File: config.mk
export PLATFORM = sky130hd
export DESIGN_NAME = median_store_ctrl
export DESIGN_NICKNAME = d
export VERILOG_FILES = /design/src/rtl/median_store_ctrl.sv
export SDC_FILE = /design/constraint.sdc
export NUM_CORES = 1
export LEC_CHECK = 0
export CORE_MARGIN = 3
export CORE_UTILIZATION = 50
export DETAILED_ROUTE_END_ITERATION = 7
export PLACE_DENSITY = 0.77
export SYNTH_ARGS = -nofsm -noshare
export SYNTH_HDL_FRONTEND = slang
export SYNTH_SLANG_ARGS = --single-unit
File: constraint.sdc
create_clock -name i_clk -period 3.05 [get_ports i_clk]
set_clock_uncertainty 0.1 [all_clocks]
set_input_delay 0.4575 -clock i_clk [delete_from_list [all_inputs] [get_ports i_clk]]
set_output_delay 0.4575 -clock i_clk [all_outputs]
set_load 0.02 [all_outputs]
File: src/rtl/median_store_ctrl.sv
// median_store_ctrl: fill/drain sequencer for one median-result tile BRAM.
// Define MEDIAN_STORE_TILE_CNT_EN to add the o_tile_cnt completed-tile counter.
module median_store_ctrl #(
  parameter  int WIDTH  = 8,
  parameter  int FILTER = 5,
  localparam int DEPTH  = (2*FILTER)*(2*FILTER),
  localparam int AW     = $clog2(DEPTH)
) (
  input  logic             i_clk,
  input  logic             i_rst_n,
  input  logic             i_flush,
  input  logic             i_med_valid,
  input  logic [WIDTH-1:0] i_med_data,
  output logic             o_med_ready,
  output logic             o_wren,
  output logic [AW-1:0]    o_waddr,
  output logic [WIDTH-1:0] o_din,
  output logic [AW-1:0]    o_raddr,
  input  logic [WIDTH-1:0] i_dout,
  output logic             o_valid,
  output logic [WIDTH-1:0] o_data,
  output logic             o_last,
  input  logic             i_ready,
  output logic             o_busy
`ifdef MEDIAN_STORE_TILE_CNT_EN
  ,
  output logic [15:0]      o_tile_cnt
`endif
);
  typedef enum logic [1:0] {IDLE, FILL, DRAIN} state_t;
  localparam logic [AW-1:0] LAST    = AW'(DEPTH - 1);
  localparam logic [AW:0]   DEPTH_R = (AW+1)'(DEPTH);
  state_t                    state_q, state_d;
  logic [AW-1:0]             wcnt_q, wcnt_d, out_cnt_q, out_cnt_d, waddr_q, waddr_d;
  logic [AW:0]               rcnt_q, rcnt_d;
  logic                      wren_q, wren_d, inf_q, inf_d;
  logic [WIDTH-1:0]          din_q, din_d;
  logic [1:0][WIDTH-1:0]     fifo_q, fifo_d;
  logic [1:0]                cnt_q, cnt_d;
  logic                      acc, hs, issue, pop, push, po, done;
  assign o_med_ready = state_q == FILL;
  assign acc         = i_med_valid & o_med_ready;
  // The in-flight word is presented straight from i_dout when the FIFO is empty.
  assign o_valid     = (cnt_q != 2'd0) | inf_q;
  assign o_data      = cnt_q != 2'd0 ? fifo_q[0] : inf_q ? i_dout : '0;
  assign o_last      = o_valid & (out_cnt_q == LAST);
  assign hs          = o_valid & i_ready;
  // A pending write (always true on the first DRAIN cycle) delays the first read.
  assign issue       = state_q == DRAIN & !wren_q & (cnt_q + {1'b0, inf_q} < 2'd2) & (rcnt_q < DEPTH_R);
  assign pop         = hs & (cnt_q != 2'd0);
  assign push        = inf_q & !(hs & cnt_q == 2'd0);
  assign po          = cnt_q[1] | (cnt_q[0] & !pop);
  assign done        = i_flush | (hs & out_cnt_q == LAST);
  assign o_wren      = wren_q;
  assign o_waddr     = waddr_q;
  assign o_din       = din_q;
  assign o_raddr     = issue ? rcnt_q[AW-1:0] : '0;
  assign o_busy      = state_q != IDLE;
  always_comb begin
    state_d   = state_q == IDLE & i_med_valid ? FILL : state_q;
    state_d   = acc & wcnt_q == LAST ? DRAIN : state_d;
    state_d   = done ? IDLE : state_d;
    wren_d    = acc & !i_flush;
    waddr_d   = acc ? wcnt_q : waddr_q;
    din_d     = acc ? i_med_data : din_q;
    wcnt_d    = acc ? (wcnt_q == LAST ? '0 : wcnt_q + 1'b1) : wcnt_q;
    rcnt_d    = rcnt_q + {{AW{1'b0}}, issue};
    inf_d     = issue;
    out_cnt_d = hs ? out_cnt_q + 1'b1 : out_cnt_q;
    cnt_d     = cnt_q - {1'b0, pop} + {1'b0, push};
    fifo_d    = fifo_q;
    if (pop) fifo_d[0] = fifo_q[1];
    if (push) fifo_d[po] = i_dout;
    if (done) begin
      wcnt_d    = '0;
      rcnt_d    = '0;
      out_cnt_d = '0;
      inf_d     = 1'b0;
      cnt_d     = '0;
    end
  end
  always_ff @(posedge i_clk or negedge i_rst_n) begin
    if (!i_rst_n) begin
      state_q   <= IDLE;
      wcnt_q    <= '0;
      rcnt_q    <= '0;
      out_cnt_q <= '0;
      waddr_q   <= '0;
      din_q     <= '0;
      wren_q    <= 1'b0;
      inf_q     <= 1'b0;
      cnt_q     <= '0;
      fifo_q    <= '0;
    end else begin
      state_q   <= state_d;
      wcnt_q    <= wcnt_d;
      rcnt_q    <= rcnt_d;
      out_cnt_q <= out_cnt_d;
      waddr_q   <= waddr_d;
      din_q     <= din_d;
      wren_q    <= wren_d;
      inf_q     <= inf_d;
      cnt_q     <= cnt_d;
      fifo_q    <= fifo_d;
    end
  end
`ifdef MEDIAN_STORE_TILE_CNT_EN
  logic [15:0] tile_cnt_q;
  always_ff @(posedge i_clk or negedge i_rst_n) begin
    if (!i_rst_n) tile_cnt_q <= '0;
    else if (hs & out_cnt_q == LAST & !i_flush) tile_cnt_q <= tile_cnt_q + 16'd1;
  end
  assign o_tile_cnt = tile_cnt_q;
`endif
endmodule

# After elaboration in Yosys (flattened, before gate mapping)
# Cells that the tools add are included.
# W data, S select, Z words.
[word_totals] register_bits=59 latchBits=0 ramBits=0 romBits=0 n_memories=0
[classes] addsub=6 n_mul=0 div_mod_pow=0 magnitude_cmp=4 eq_ne=4 shift=0 mux=19 bitwise_logic=17 n_reduce_logical=12
[ops] operator="$mux W8" n=6
[ops] operator="$mux W7" n=6
[ops] operator="$bwmux W16" n=1
[ops] operator="$add A7 B1 Y7 const B" n=2
[ops] operator="$and A1 B1 Y1" n=14
[ops] operator="$eq A7 B7 Y1 const B" n=2
[ops] operator="$add A8 B1 Y8" n=1
[ops] operator="$demux W8 S1" n=1
[ops] operator="$lt A8 B7 Y1 const B" n=1
[ops] operator="$mux W2" n=4
[ops] operator="$reduce_bool A2 Y1" n=4
[ops] operator="$add A2 B1 Y2" n=2
[ops] operator="$logic_not A1 Y1" n=4
[ops] operator="$logic_not A2 Y1" n=2
[ops] operator="$or A1 B1 Y1" n=3
[ops] operator="$reduce_bool A3 Y1" n=1
[ops] operator="$eq A2 B1 Y1 const B" n=1
[ops] operator="$eq A2 B2 Y1 const B" n=1
[ops] operator="$lt A1 B2 Y1 const B" n=1
[ops] operator="$lt A2 B2 Y1 const B" n=1
[ops] operator="$sub A2 B1 Y2" n=1
[ops] operator="$ge A1 B1 Y1 const B" n=1
[ops] operator="$logic_and A1 B1 Y1" n=1
[ops] operator="$mux W1" n=1

# Logic depth before layout (Yosys ltp)
[logic_depth] ltp_word=13 ltp_mapped=11 mapped_depth_nobuf=9

# Worst setup path before layout
# Ideal clock, no wire load.
[synth_path] path_type="reg2reg" start="reg cnt_q[1]" end="reg cnt_q[1]" t_arrival_ps=1940 setup_slack_ps=891 stages_incl_launch_ff=12 synth_period_minus_slack_ps=2159 path_cell_list="dfrtp_1 > buf_6 > or2_1 > buf_4 > buf_2 > o21ai_0 > ha_1 > inv_1 > ha_1 > xor2_1 > xnor2_1 > nor2_1"
[synth_via] elab_chain_cells=8
[synth_lines] element="start, declared" line="39" source="logic [1:0] cnt_q, cnt_d;"
[synth_lines] element="start signal, assigned" line="103" source="cnt_q <= cnt_d;"
[synth_lines] element="branches (longest 7 deep; another with $sub A2 B1 Y2)"
[synth_lines] element="$mux W2 (*)" line="74" source="if (done) begin"
[synth_lines] element="named net cnt_d[1]" line="39"
# Mark *: on every way through the listed nets, which the timed path passes.
# A chain may end at the register's enable or synchronous reset.

# Final worst setup path
[layout_path] start="reg cnt_q[1]" end="out o_raddr[0]"
[layout_via] elab_chain_cells=5
[layout_lines] element="$add A2 B1 Y2" line="49" source="assign issue = state_q == DRAIN & !wren_q & (cnt_q + {1'b0, inf_q} < 2'd2) & (rcnt_q < DEPTH_R);"
[layout_lines] element="$lt A2 B2 Y1" line="49"
[layout_lines] element="$and A1 B1 Y1 (2 in series)" line="49"
[layout_lines] element="$mux W7" line="57" source="assign o_raddr = issue ? rcnt_q[AW-1:0] : '0;"
[layout_lines] element="end, declared" line="18" source="output logic [AW-1:0] o_raddr,"
# No other way between the ends.

==> reports/results.ini <==
[run_status]
status = completed

[synth]
ys_top_cells_by_area = dfrtp_1 (51%), nand2_1 (10%), mux2i_1 (3.1%)
ys_seq_area_share_pct = 50.7
synthArstFlopShare_pct = 100
synth_top_area_share_pct = 50.7
synth_seq_cells = 59
synth_area_sq_um = 2910
synth_top_area_cell = dfrtp_1
synth.most_common_cell = nand2_1
synth_cells = 298
syn_area_per_cell_sq_um = 9.78
ys_top_cells_by_count = nand2_1 (81), dfrtp_1 (59), nor2_1 (24), o21ai_0 (15), xnor2_1 (10)
synth.distinct_cells = 44
synth_flop_cell = dfrtp_1
synth_fp_nets = 325
synth_enable_flop_cells = 0
synth_warnings = 0

[floorplan]
rows = 27
die_x_um = 82.3
die_y_um = 82.3
core_area_sq_um = 5570
dieArea_sq_um = 6780
pin_count = 56
initial_utilization_pct = 52.3

[layout]
final_cells = 434
seq_area_sq_um = 1480
diodes = 0
multiInputGateArea_sq_um = 1310
fillers = 453
fin_util_pct = 66.6
layout.nets = 384
design_area_sq_um = 3710
area_growth_pct = 27.3
drive_gt1_share_pct = 11.9

[setup_path]
cp.arrival_ns = 2.28
cp_max_fo = 8
r2r_start = cnt_q[1]$_DFF_PN0_
critPathRequiredTime_ns = 2.49
worst-r2r-cell-count = 9
critical_path_class = flip-flop to primary output
startpoint = cnt_q[1]$_DFF_PN0_
end_kind = primary output
worstSetupStartpointType = flip-flop

[timing]
tightest_slew_ns = 0.832
fin_crit_ns = 2.84
fmax_mhz = 352
fin_crit_sh_pct = 93.1
rsz0062_at_grt = false
relSlewSlack_pct = 44.6
setup_viol = 0
hold_violations = 0
final.setup.tns_ns = 0
whs_ns = 0.129
maxSlewViolCount = 0

[detailed_routing]
avgViaCountPerCell = 5.11
drt-initial-drc-count = 85
wl_per_cell_um = 12.7
via_count = 2216
postRouteAntennaNets = 0
drc_errors = 0
first_pass_iters = 4
routed_wl_um = 5520

[power]
p_per_area_nw_per_um2 = 503
p_sw_share_pct = 25.7
p_comb_share_pct = 15.5
internal_power_mw = 1.39
switching_power_uw = 479
sequentialPowerShare_pct = 46.3
ir_drop_v = 0.000315
leakagePower_nw = 1.75
clock_power_share_pct = 38.1

[cts]
cts_tree = yes
clk_latency_ns = 0.33
cts_root_buffer = clkbuf_8
clk_pin_slew_ns = 0.06
cts_made_buffers = 9
clk_path_buf_depth = 2
cts.sink_count = 59
hold_buffers = 0
htree_levels = 3

[global_route]
grt_pass1_vias = 2093
antenna_found_initial = 0
grt_usage_pct = 18.6
grt_max_degree = 40
grt_pass1_wl_um = 9490
overflow = 0

[min_path]
hp-class = input port to asynchronous set/reset pin

[placed_design]
dpl.cell_count = 418
port_buffers = 55
hpwl_um = 3920
gp_congestion = 0.788
placed_cell_area_sq_um = 3500

[run]
maxCapViolations = 0

-- power groups by stage --
| stage | Clock, mW | Sequential (mW) | Combinational [mW] |
|---|---|---|---|
| after global routing | 0.770 | 0.870 | 0.322 |
| after CTS | 0.730 | 0.865 | 0.295 |
| final | 0.711 | 0.864 | 0.290 |
| after floorplan | 0 | 0.893 | 0.158 |
| after detailed placement | 0 | 0.878 | 0.293 |
| after global placement | 0 | 0.877 | 0.286 |
-- sequential cells by signal, indices dropped and copies added (netlist names) --
| signal | count |
|---|---|
| o_din | 8 |
| wcnt_q | 7 |
| o_waddr | 7 |
| state_q | 2 |
| out_cnt_q | 7 |
| inf_q | 1 |
| cnt_q | 2 |
| o_wren | 1 |
| rcnt_q | 8 |
| fifo_q | 16 |
-- worst max-delay path, stage by stage (launching register included) --
cell	delay, ns
dfrtp_1	0.56
xor2_1	0.26
o211a_1	0.29
ha_1	0.23
clkdlybuf4s50_1	0.62
-- cell type report --
class	count	area share, %
timing repair buffer	62	16.1
tap	72	2.43
sequential	59	39.8
multi-input combinational	218	35.3
inverter	7	0.708
clock buffer	16	5.67
-- through the flow --
stage	setup slack, ns	total power [mW]
global route	0.0397	1.96
finish	0.212	1.86
global placement	0.542	1.16
CTS	0.126	1.89
detailed placement	0.497	1.17
floorplan	0.891	1.05
-- cells by family (layout without fill, tap and decap cells) --
kind of cell	Yosys count	count (layout)	share of synthesized area, %
simple gates	147	147	24.0
flops	59	59	50.7
compound gates	31	31	7.00
buf+inv	21	85	4.42
xor+xnor	17	17	5.11
mux	17	17	6.18
fa+ha+maj	6	6	2.58
-- layout by cell type, fill, tap and decap left out, drive strengths merged, types with 2 or more instances in the layout --
cell            n
a21oi           6
a31oi           2
and2            6
and3            2
buf             8
clkbuf         16
clkdlybuf4s50  54
dfrtp          59
ha              6
inv             7
mux2            8
mux2i           9
nand2          82
nand3           8
nand3b          2
nor2           24
nor2b           4
nor3            5
nor4b           2
o21ai          19
or2             2
or3             3
xnor2          10
xor2            7
-- routing by layer --
metal	share of wire, %	global-route usage (%)	up-vias
met3	5.5	4.66	7
met5	0	0	-
met4	1.2	8.47	0
met2	46	27.7	63
met1	47	25.4	1043
li1	-	-	1103
-- path summary, 6_finish.rpt --
| path | end | slack, ns |
|---|---|---|
| setup / recovery | o_raddr[0] | 0.21 |
| hold / removal | fifo_q[9]$_DFFE_PN0P_ | 0.13 |
| setup reg to reg | cnt_q[1]$_DFF_PN0_ | 0.72 |
| hold reg to reg | o_waddr[4]$_DFFE_PN0P_ | 0.37 |
| max in group asynchronous | o_din[6]$_DFFE_PN0P_ | 2.02 |
| min in group i_clk | o_waddr[4]$_DFFE_PN0P_ | 0.37 |
-- what timing repair did --
item / in CTS / in global routing
setup endpoints to repair: 0 / 2
gates resized for setup: 0 / 1
endpoints found under the hold margin: 0 / 0
buffers inserted: 0 / 0
Power figures use the tool's default switching activity.
